## config.mk

```make
export PLATFORM = sky130hd
export DESIGN_NAME = aes_byte_streamer
export DESIGN_NICKNAME = d
export VERILOG_FILES = /design/src/rtl/aes_byte_streamer.sv
export SDC_FILE = /design/constraint.sdc
export NUM_CORES = 1
export LEC_CHECK = 0
export ABC_AREA = 1
export BUFFER_PORTS_ARGS = -buffer_cell sky130_fd_sc_hd__clkbuf_2
export CAP_MARGIN = 10
export CORE_MARGIN = 5
export CORE_UTILIZATION = 54
export DETAILED_ROUTE_END_ITERATION = 8
export PLACE_DENSITY = 0.88
export RECOVER_POWER = 50
export SLEW_MARGIN = 20
export SYNTH_ARGS = -nofsm -noshare
export SYNTH_HDL_FRONTEND = slang
export SYNTH_SLANG_ARGS = --single-unit
```

## constraint.sdc

```tcl
create_clock -name clk -period 1.8 [get_ports clk]
set_input_delay 0.18 -clock clk [delete_from_list [all_inputs] [get_ports clk]]
set_output_delay 0.18 -clock clk [all_outputs]
set_load 0.005 [all_outputs]
```

## src/rtl/aes_byte_streamer.sv

```systemverilog
// rtl/aes_byte_streamer.sv - byte-serial front end for a 128-bit block encrypt core
//
// Collects 16 plaintext bytes (first byte in the MSB position) into pt_block,
// waits CORE_WAIT cycles for the combinational/fixed-latency core, captures
// ct_block and streams it out MSB byte first.
//
// Ports:
//   clk, rst_n              clock, synchronous active-low reset
//   in_byte/in_valid/in_ready    plaintext byte stream (valid/ready handshake)
//   pt_block                assembled plaintext to the encrypt core
//   ct_block                ciphertext from the encrypt core
//   out_byte/out_valid/out_ready ciphertext byte stream (valid/ready handshake)
//   busy                    block in flight (not idle in LOAD with empty block)
module aes_byte_streamer #(
    parameter int CORE_WAIT = 1
) (
    input  logic         clk,
    input  logic         rst_n,
    input  logic [7:0]   in_byte,
    input  logic         in_valid,
    output logic         in_ready,
    output logic [127:0] pt_block,
    input  logic [127:0] ct_block,
    output logic [7:0]   out_byte,
    output logic         out_valid,
    input  logic         out_ready,
    output logic         busy
);

    typedef enum logic [1:0] {
        ST_LOAD,
        ST_WAIT,
        ST_SEND
    } state_t;

    // Wait counter counts down to zero inclusive, so CORE_WAIT-1 gives
    // exactly CORE_WAIT cycles spent in WAIT.
    localparam logic [3:0] WAIT_INIT = 4'(CORE_WAIT - 1);

    state_t         r_state;
    logic [3:0]     r_cnt;
    logic [3:0]     r_wait;
    logic [127:0]   r_pt;
    logic [127:0]   r_out;

    logic           w_in_xfer;
    logic           w_out_xfer;

    // in_ready is gated by rst_n so no byte can be offered as accepted
    // while reset is being applied.
    assign in_ready   = rst_n && (r_state == ST_LOAD);
    assign out_valid  = (r_state == ST_SEND);
    assign out_byte   = r_out[127:120];
    assign pt_block   = r_pt;
    assign busy       = (r_state != ST_LOAD) || (r_cnt != 4'd0);

    assign w_in_xfer  = in_valid && in_ready;
    assign w_out_xfer = out_valid && out_ready;

    always_ff @(posedge clk) begin
        if (!rst_n) begin
            r_state <= ST_LOAD;
            r_cnt   <= 4'd0;
            r_wait  <= 4'd0;
            r_pt    <= 128'd0;
            r_out   <= 128'd0;
        end else begin
            case (r_state)
                ST_LOAD: begin
                    if (w_in_xfer) begin
                        r_pt <= {r_pt[119:0], in_byte};
                        if (r_cnt == 4'd15) begin
                            r_cnt   <= 4'd0;
                            r_wait  <= WAIT_INIT;
                            r_state <= ST_WAIT;
                        end else begin
                            r_cnt <= r_cnt + 4'd1;
                        end
                    end
                end
                ST_WAIT: begin
                    if (r_wait == 4'd0) begin
                        r_out   <= ct_block;
                        r_state <= ST_SEND;
                    end else begin
                        r_wait <= r_wait - 4'd1;
                    end
                end
                ST_SEND: begin
                    if (w_out_xfer) begin
                        // Zero fill leaves out_byte at 0x00 once the block is drained.
                        r_out <= {r_out[119:0], 8'h00};
                        if (r_cnt == 4'd15) begin
                            r_cnt   <= 4'd0;
                            r_state <= ST_LOAD;
                        end else begin
                            r_cnt <= r_cnt + 4'd1;
                        end
                    end
                end
                default: begin
                    r_state <= ST_LOAD;
                    r_cnt   <= 4'd0;
                end
            endcase
        end
    end

endmodule
```

==> results of run 1 <==
-- layout make-up --
class,count,area (sq um)
Inverter,160,601
Timing Repair Buffer,338,1970
Clock buffer,41,798
Fill cell,1747,6910
Tap cell,275,344
Clock inverter,8,96.3
Sequential cell,266,5330
Multi-Input combinational cell,1179,5040
-- worst paths after layout --
kind                            cells after the start     endpoint  slack, ps    startpoint
worst max-delay path                                5     in_ready        120    r_state[0]
worst min-delay path                                5    r_out[35]          3  ct_block[35]
worst max register to register                     10   r_out[111]        150     r_wait[0]
worst min register to register                      2  pt_block[5]        460   pt_block[5]
-- power groups by stage --
stage | logic [mW] | registers [mW] | clock network (mW)
final | 0.785 | 6.00 | 5.62
after global routing | 0.864 | 6.00 | 5.98
after CTS | 0.790 | 6.00 | 5.70
after detailed placement | 0.723 | 6.13 | 0
after global placement | 0.722 | 6.12 | 0
after floorplan | 0.377 | 6.12 | 0
-- logic make-up after synthesis --
group | share of synthesized area
fa+ha+maj | 0.00324
compound gates | 0.0782
buf+inv | 0.109
flops | 0.460
xor+xnor | 0.000756
simple gates | 0.349
-- per-layer routing --
| metal | wire length [um] | up-vias | track usage |
|---|---|---|---|
| met4 | 927 | 0 | 0.0798 |
| met3 | 2530 | 70 | 0.0548 |
| met1 | 12700 | 5174 | 0.310 |
| li1 | - | 5857 | - |
| met2 | 15200 | 403 | 0.416 |
| met5 | 0 | - | 0 |
-- what timing repair did --
item	in CTS	in global routing
setup buffers	1	3
hold buffers	34	0
hold endpoints to repair	36	0
endpoints found under the setup margin	1	28
cloned	0	0
gates resized for setup	0	5
pin swaps	1	1
-- state kept, by name (all words and copies together), names as in the netlist --
signal    count
pt_block    128
r_state       2
r_out       128
r_cnt         4
r_wait        4
-- Yosys cell counts --
master,count,share of area
nor2_1,266,0.086
clkbuf_1,58,0.019
inv_1,156,0.051
buf_2,50,0.022
buf_1,3,0.00097
nand3_1,220,0.095
a21oi_1,29,0.013
nand3_2,2,0.0017
xnor2_1,1,0.00076
o21ai_1,29,0.013
nand2_4,1,0.00097
nand2_2,1,0.00054
inv_2,4,0.0013
nand4_1,4,0.0022
buf_6,10,0.0097
nand2_1,498,0.16
nor2_2,1,0.00054
o21ai_0,123,0.053
ha_1,3,0.0032
nor2_4,1,0.00097
dfxtp_1,266,0.46
buf_4,9,0.0058
-- placed cells by master, fill, tap and decap left out, drive strengths merged --
master         n
a21oi         29
buf           29
bufinv         2
clkbuf       316
clkinv         4
clkinvlp       1
dfxtp        266
dlygate4sd3   34
ha             3
inv          161
nand2        500
nand3        222
nand4          4
nor2         268
o21ai        152
xnor2          1
-- critical path, stage by stage (launching register included) --
cell,delay [ps]
dfxtp_2,350
inv_2,100
nand2_1,90
nor2_4,120
buf_4,170
clkbuf_2,130
-- stage by stage --
step / setup slack (ps) / area [sq um] / utilization / power (mW)
global route: 22.0 / 14200 / 0.672 / 12.8
global placement: 208 / 13000 / 0.619 / 6.85
CTS: 68.9 / 14300 / 0.678 / 12.5
finish: 124 / 14200 / 0.672 / 12.4
detailed placement: 125 / 13000 / 0.619 / 6.85
floorplan: 321 / 11600 / - / 6.50
==> impl_results.md, run 1 <==
* YS warnings at 0
* Net Sw Frac at 0.225
* P_int at 9.61 mW
* Ant diodes at 0
* Req. time, crit path at 1620 ps
* Port bufs at around 280
* Pre-antenna DRT Iters at 5
* TritonCTS clock tree: yes
* Fin. max-slew vios at 0
* Num CTS Buffers at 27
* Total core area at ~21000 sq um
* Number of setup violations in the final report at 0
* Placed wire-length estimate at roughly 21 mm
* Netlist cell types at 22
* Clock skew at roughly 14 ps
* Netlist Area Pre-Place at around 12000 sq um
* Peak VDD IR at ~620 uV
* Clk pwr share at 0.453
* CTS clk-pin slew, worst paths at around 60 ps
* Worst-path maximum fanout at 10
* Die Y-Extent at ~160 um
* Routed WL at between 30 and 40 mm
* Synth Instances at 1735
* Pin count of the biggest net entering global routing at 152
* Arr. time, crit path at 1500 ps
* H-tree Lvls at 1
* Fin cells at about 2300
* Later-pin clock latency in the skew report at about 530 ps
* Routed vias/inst at slightly above 5
* Crit path time final at between 1500 and 2000 ps
* Top-Level Pins at 279
* Die ar. at about 24000 sq um
* First-pass GRT wire length at between 50 and 60 mm
* Synthesized area per cell at roughly 6.7 sq um
* Final Wtd Congestion at around 0.85
* Vias in the first global route at around 11000
* # rows at 53
* Syn Nets at roughly 1900
* Iter 0 DRT Violations at 831
* DR vias at around 12000
* Synthesis-to-layout area growth at 22.3%
* Inst Count DP at ~2200
* Clock Path Buffers at 3
* CP endpoint kind: output pin
* Seq/Total Area, Yosys at 0.460
* Critical Path Start Type: flop
* Worst Tran Pin Value at roughly 660 ps
* GRT Util Overall at 0.245
* Max Cap Viol at 0
* Final hold violations at 0
* Fmax at 597 MHz
* Net Switching at ~2.8 mW
* Pwr Density at 875 nW/um^2
* RSZ-0062 raised after global routing: no
* Combinational group share of total power at 0.063
* Share of layout cells above drive strength 1 at 0.126
* Setup CP Type: reg -> out
* Drc violations at 0
* Antenna violation net count after detailed routing at 0
* Hold WS at about 3.2 ps
* Die X at ~160 um
* Status: completed
* Yosys reg bits at roughly 270
* Net total in the final layout at 2115
* Setup_tns at 0 ps
* Leak at between 7 and 8 nW
* Sequential share of power at 0.484
* CTS sink cnt at approximately 270
* Hold Path Class: in -> reg
* Routed WL per cell at 13.9 um
* Root buf cell: clkbuf_16
* Max-slew headroom at 0.558
* Antenna violations before repair at 0
* Total grt overflow at 0
* Fin crit share at 0.931
* Initial core utilization at 0.549
Note: power is estimated with default switching activity, not from simulation.
==> run 2: changes to the inputs <==
PLACE_DENSITY = 0.8   (was 0.88)
==> run 2 against run 1 <==
Effect of this change: hold slack improved by 4.9 ps; combinational power rose by 2%; die area did not move; flip-flop and latch count did not move; critical path depth rose by 4; fmax fell by 2.4%; core utilization rose by 0.68 points; register-to-register slack got worse by 70 ps; sequential power barely moved.
==> impl_results.md, run 2 (synthesis gave the netlist of run 1 again) <==
* Status: completed (unchanged)
* Routed WL per cell at 14.0 um (was 13.9 um)
* Net Switching at 2.79 mW (was 2.80 mW)
* Most frequent cells in the layout: 497 x nand2_1, 266 x nor2_1, 265 x dfxtp_1 (was 497 x nand2_1, 266 x nor2_1, 264 x dfxtp_1)
* Routed vias/inst at 5.05 (was 5.07)
* Final Worst Setup Slack at 83.5 ps (was 124 ps)
* GRT Util Overall at 0.241 (was 0.245)
* Commonest non-fill, non-tap cell in the layout: nand2_1 (unchanged)
* Req. time, crit path at 2210 ps (was 1620 ps)
* Peak VDD IR at 719 uV (was 619 uV)
* Arr. time, crit path at 2130 ps (was 1500 ps)
* Setup_tns at 0 ps (unchanged)
* Final hold violations at 0 (unchanged)
* Die ar. at 24500 sq um (unchanged)
* Hold Path Class: in -> reg (unchanged)
* Iter 0 DRT Violations at 842 (was 831)
* Number of setup violations in the final report at 0 (unchanged)
* Synthesis-to-layout area growth at 23.6% (was 22.3%)
* Port bufs at 278 (unchanged)
* CTS clk-pin slew, worst paths at 60 ps (about the same)
* Fin. max-slew vios at 0 (unchanged)
* Later-pin clock latency in the skew report at 520 ps (was 530 ps)
* Share of layout cells above drive strength 1 at 0.126 (about the same)
* Fin area at 14300 sq um (was 14200 sq um)
* Pin count of the biggest net entering global routing at 146 (was 152)
* # rows at 53 (unchanged)
* Initial core utilization at 0.549 (unchanged)
* Max-slew headroom at 0.552 (was 0.558)
* Pre-antenna DRT Iters at 5 (unchanged)
* Clock Path Buffers at 3 (unchanged)
* Combinational group share of total power at 0.064 (was 0.063)
* TritonCTS clock tree: yes (unchanged)
* Final Wtd Congestion at 0.809 (was 0.848)
* Drc violations at 0 (unchanged)
* First-pass GRT wire length at 50.0 mm (was 50.9 mm)
* CTS sink cnt at 266 (unchanged)
* Critical Path Start Type: flop (unchanged)
* Root buf cell: clkbuf_16 (unchanged)
* Placed inst area at 13000 sq um (about the same)
* Setup CP Type: reg -> reg (was reg -> out)
* Net Sw Frac at 0.224 (was 0.225)
* Top-Level Pins at 279 (unchanged)
* Total grt overflow at 0 (unchanged)
* Clk pwr share at 0.456 (was 0.453)
* Fin cells at 2279 (was 2267)
* Total core area at 21100 sq um (unchanged)
* Inst Count DP at 2174 (was 2180)
* Clock skew at 9.08 ps (was 14.3 ps)
* Sequential share of power at 0.480 (was 0.484)
* Vias in the first global route at 10407 (was 10771)
* Pwr Density at 872 nW/um^2 (was 875 nW/um^2)
* Fin crit share at 0.954 (was 0.931)
* Worst-path maximum fanout at 21 (was 10)
* Num CTS Buffers at 28 (was 27)
* Total Power at 12.5 mW (was 12.4 mW)
* Antenna violations before repair at 1 (was 0)
* Antenna violation net count after detailed routing at 0 (unchanged)
* H-tree Lvls at 1 (unchanged)
* Fmax at 583 MHz (was 597 MHz)
* CP endpoint kind: flop (was output pin)
* Crit path time final at 1720 ps (was 1680 ps)
* Die X at 156 um (unchanged)
* Die Y-Extent at 156 um (unchanged)
* Routed WL at 31.9 mm (was 31.4 mm)
* DR vias at 11516 (was 11504)
* Leak at 7.47 nW (was 7.40 nW)
* Placed wire-length estimate at 20.3 mm (was 20.8 mm)
* Max Cap Viol at 0 (unchanged)
* Pre-CTS WS at 115 ps (was 125 ps)
* Worst Tran Pin Value at 672 ps (was 663 ps)
* P_int at 9.70 mW (was 9.61 mW)
* Net total in the final layout at 2125 (was 2115)
==> run 2: power groups by stage <==
stage / sequential, mW / clock [mW] / combinational (mW)
after detailed placement: 6.13 / 0 / 0.724
final: 6.00 / 5.69 / 0.801
after global placement: 6.12 / 0 / 0.726
after CTS: 6.00 / 5.78 / 0.812
after global routing: 6.00 / 6.04 / 0.888
after floorplan: 6.12 / 0 / 0.377
==> run 2: timing repair <==
item | 4_1_cts | 5_1_grt
cloned | 1 | 5
setup endpoints to repair | 1 | 37
pin swaps | 1 | 2
buffers inserted | 1 | 6
gates resized for setup | 0 | 5
hold buffers | 40 | 0
endpoints found under the hold margin | 43 | 0
==> run 2: worst max-delay path, cell delays in order (launching register included) <==
cell and delay, ps:
dfxtp_1 310, inv_1 110, ha_2 210, nand3_1 120, nand2_4 110, nand3_4 130
buf_6 190, clkbuf_16 190, nor2_1 150, nor2_1 80
==> run 2: path summary, 6_finish.rpt <==
| kind | endpoint | cells past startpoint | startpoint | slack [ps] |
|---|---|---|---|---|
| setup / recovery | r_out[103] | 9 | r_wait[0] | 80 |
| hold / removal | r_out[117] | 5 | ct_block[117] | 8 |
| setup reg to reg | r_out[103] | 9 | r_wait[0] | 80 |
| hold reg to reg | r_out[3] | 2 | r_out[3] | 460 |
==> run 2: layout make-up <==
class                      count  area [sq um]
antenna                        1          2.50
inverter                     160           601
clock inverter                 7          62.6
fill                        1842          6770
tap                          275           344
multi-input combinational   1179          5030
clock buffer                  44           862
sequential                   266          5330
timing repair buffer         347          2090
==> run 2: stage by stage <==
stage,hold WS (ps),utilization
after floorplan,321,-
after global routing,27.4,0.679
after CTS,0.386,0.679
after detailed placement,455,0.614
after global placement,443,0.614
final,8.11,0.679
==> run 2: per-layer routing <==
| metal | GRT usage | part of all wire | wire length, um | vias to the layer above |
|---|---|---|---|---|
| met1 | 0.313 | 0.42 | 13300 | 5220 |
| met2 | 0.400 | 0.47 | 15100 | 370 |
| met5 | 0 | 0 | 0 | - |
| met3 | 0.0650 | 0.084 | 2690 | 65 |
| met4 | 0.0574 | 0.025 | 804 | 0 |
| li1 | - | - | - | 5861 |
==> run 3: changes to the inputs <==
CORE_UTILIZATION = 50   (was 54)
PLACE_DENSITY = 0.75   (was 0.8)
==> run 3 against run 2 <==
Effect of this change: final cell count up 1.7%; register-to-register slack improved by 60 ps; cell area grew 3.3%; global-route usage decreased by 0.69 points; critical path type is now reg -> out; largest cell class unchanged; highest routed layer unchanged.
==> impl_results.md, run 3 (synthesis gave the netlist of run 1 again) <==
* Clock skew at 18.1 ps (was 9.08 ps)
* Routed vias/inst at 4.97 (was 5.05)
* Pwr Density at 895 nW/um^2 (was 872 nW/um^2)
* Fillcell total at 2065 (was 1842)
* Fin. max-slew vios at 0 (unchanged)
* Total grt overflow at 0 (unchanged)
* Die Y-Extent at 162 um (was 156 um)
* Combinational group share of total power at 0.066 (was 0.064)
* Synthesis-to-layout area growth at 27.6% (was 23.6%)
* Clock Path Buffers at 3 (unchanged)
* Setup CP Type: reg -> out (was reg -> reg)
* P_int at 10.3 mW (was 9.70 mW)
* Crit path time final at 1740 ps (was 1720 ps)
* Sequential share of power at 0.453 (was 0.480)
* Iter 0 DRT Violations at 847 (was 842)
* # rows at 55 (was 53)
* Commonest non-fill, non-tap cell in the layout: nand2_1 (unchanged)
* Req. time, crit path at 1620 ps (was 2210 ps)
* Later-pin clock latency in the skew report at 540 ps (was 520 ps)
* Worst Tran Pin Value at 846 ps (was 672 ps)
* Die ar. at 26300 sq um (was 24500 sq um)
* Share of layout cells above drive strength 1 at 0.133 (was 0.126)
* Leak at 7.70 nW (was 7.47 nW)
* Net Sw Frac at 0.220 (was 0.224)
* Drc violations at 0 (unchanged)
* Placed wire-length estimate at 20.4 mm (was 20.3 mm)
* Antenna violations before repair at 0 (was 1)
* CTS sink cnt at 266 (unchanged)
* Net total in the final layout at 2154 (was 2125)
* First-pass GRT wire length at 52.2 mm (was 50.0 mm)
* Setup_tns at 0 ps (unchanged)
* Top-Level Pins at 279 (unchanged)
* DR vias at 11510 (was 11516)
* Num CTS Buffers at 28 (unchanged)
* Net Switching at 2.91 mW (was 2.79 mW)
* Port bufs at 278 (unchanged)
* Initial core utilization at 0.510 (was 0.549)
* CTS clk-pin slew, worst paths at 60 ps (about the same)
* Critical Path Start Type: flop (unchanged)
* CP endpoint kind: output pin (was flop)
* Ant diodes at 0 (was 1)
* Final hold violations at 0 (unchanged)
* TritonCTS clock tree: yes (unchanged)
* Antenna violation net count after detailed routing at 0 (unchanged)
* Die X at 162 um (was 156 um)
* Vias in the first global route at 10807 (was 10407)
* Arr. time, crit path at 1560 ps (was 2130 ps)
* Pin count of the biggest net entering global routing at 179 (was 146)
* Worst-path maximum fanout at 16 (was 21)
* Hold Path Class: in -> reg (unchanged)
* GRT Util Overall at 0.234 (was 0.241)
* Final Wtd Congestion at 0.812 (was 0.809)
* Number of setup violations in the final report at 0 (unchanged)
* Max Cap Viol at 0 (unchanged)
* Fin crit share at 0.965 (was 0.954)
* Crit-path cells: inv_2 -> nand2_1 -> nor2_4 -> buf_12 -> clkbuf_2 (was inv_1 -> ha_2 -> nand3_1 -> nand2_4 -> nand3_4 -> buf_6 -> clkbuf_16 -> nor2_1 -> nor2_1)
* Clk pwr share at 0.481 (was 0.456)
* H-tree Lvls at 1 (unchanged)
* Fmax at 576 MHz (was 583 MHz)
* Placed inst area at 13100 sq um (was 13000 sq um)
* Fin area at 14800 sq um (was 14300 sq um)
* Root buf cell: clkbuf_16 (unchanged)
* Critical path's slowest cell: dfxtp_1 (unchanged)
* Routed WL per cell at 14.0 um (about the same)
* Routed WL at 32.5 mm (was 31.9 mm)
* Pre-antenna DRT Iters at 5 (unchanged)
* Max-slew headroom at 0.436 (was 0.552)
* Peak VDD IR at 775 uV (was 719 uV)
* RSZ-0062 raised after global routing: yes
* Most frequent cells in the layout: 497 x nand2_1, 265 x nor2_1, 265 x dfxtp_1 (was 497 x nand2_1, 266 x nor2_1, 265 x dfxtp_1)
* Worst path max stage delay at 360 ps (was 310 ps)
* Status: completed (unchanged)
* Total core area at 22700 sq um (was 21100 sq um)
[run 3: changes by cell type in the layout (fill, tap and decap cells not counted), sizes merged]
cell | before | now
clkinvlp | 1 | 2
clkbuf | 324 | 318
bufbuf | 0 | 2
buf | 27 | 32
clkinv | 5 | 3
dlygate4sd3 | 40 | 66
diode | 1 | 0
bufinv | 1 | 5
[run 3: per-stage QoR]
step                std cells  power [mW]  hold WS, ps  utilization  worst slack, ps
floorplan                1735        6.50          321            -              321
global placement         2193        6.84          418        0.576             82.7
finish                   2318        13.2         5.97        0.651             62.4
CTS                      2316        13.3        0.876        0.655             14.5
detailed placement       2193        6.85          424        0.576             16.6
global route             2318        13.7         12.4        0.651            -18.1
[run 3: worst paths after layout]
path / depth (start not counted) / from / endpoint / slack [ps]
worst max-delay path: 5 / r_state[1] / in_ready / 60
worst min-delay path: 5 / ct_block[40] / r_out[40] / 6
worst max register to register: 10 / r_state[0] / r_out[47] / 140
worst min register to register: 2 / pt_block[123] / pt_block[123] / 470
[run 3: what timing repair did]
item	4_1_cts	5_1_grt
setup endpoints to repair	3	122
setup buffers	3	1
gates resized for setup	1	6
pin swaps	1	1
cloned	2	1
hold buffers	66	0
hold endpoints to repair	69	0
[run 3: layout make-up]
cell class / instances / area, sq um / area share
well taps: 285 / 357 / 0.0241
repair buffers: 376 / 2430 / 0.165
flip-flops and latches: 266 / 5330 / 0.360
clock inverters: 10 / 180 / 0.0122
multi-input cells: 1179 / 5030 / 0.340
clock buffers: 42 / 855 / 0.0578
inverters: 160 / 601 / 0.0406
[run 3: metal layers]
layer,vias up,share of wire,track usage
li1,5931,-,-
met1,5123,0.43,0.299
met2,384,0.47,0.391
met3,72,0.080,0.0612
met4,0,0.026,0.0657
met5,-,0,0
[run 3: power groups by stage]
| stage | Sequential (mW) | Clock [mW] | Combinational (mW) |
|---|---|---|---|
| 2_1_floorplan | 6.12 | 0 | 0.377 |
| 4_1_cts | 6.00 | 6.47 | 0.867 |
| 6_report | 6.00 | 6.36 | 0.873 |
| 3_5_place_dp | 6.13 | 0 | 0.719 |
| 5_1_grt | 6.00 | 6.77 | 0.958 |
| 3_3_place_gp | 6.12 | 0 | 0.716 |
[run 3: worst max-delay path, delay by kind of cell, from the launching register on]
kind                   cells  cell delay [ps]
buffers and inverters      3              430
DFF                        1              360
and+or+nand+nor            2              240
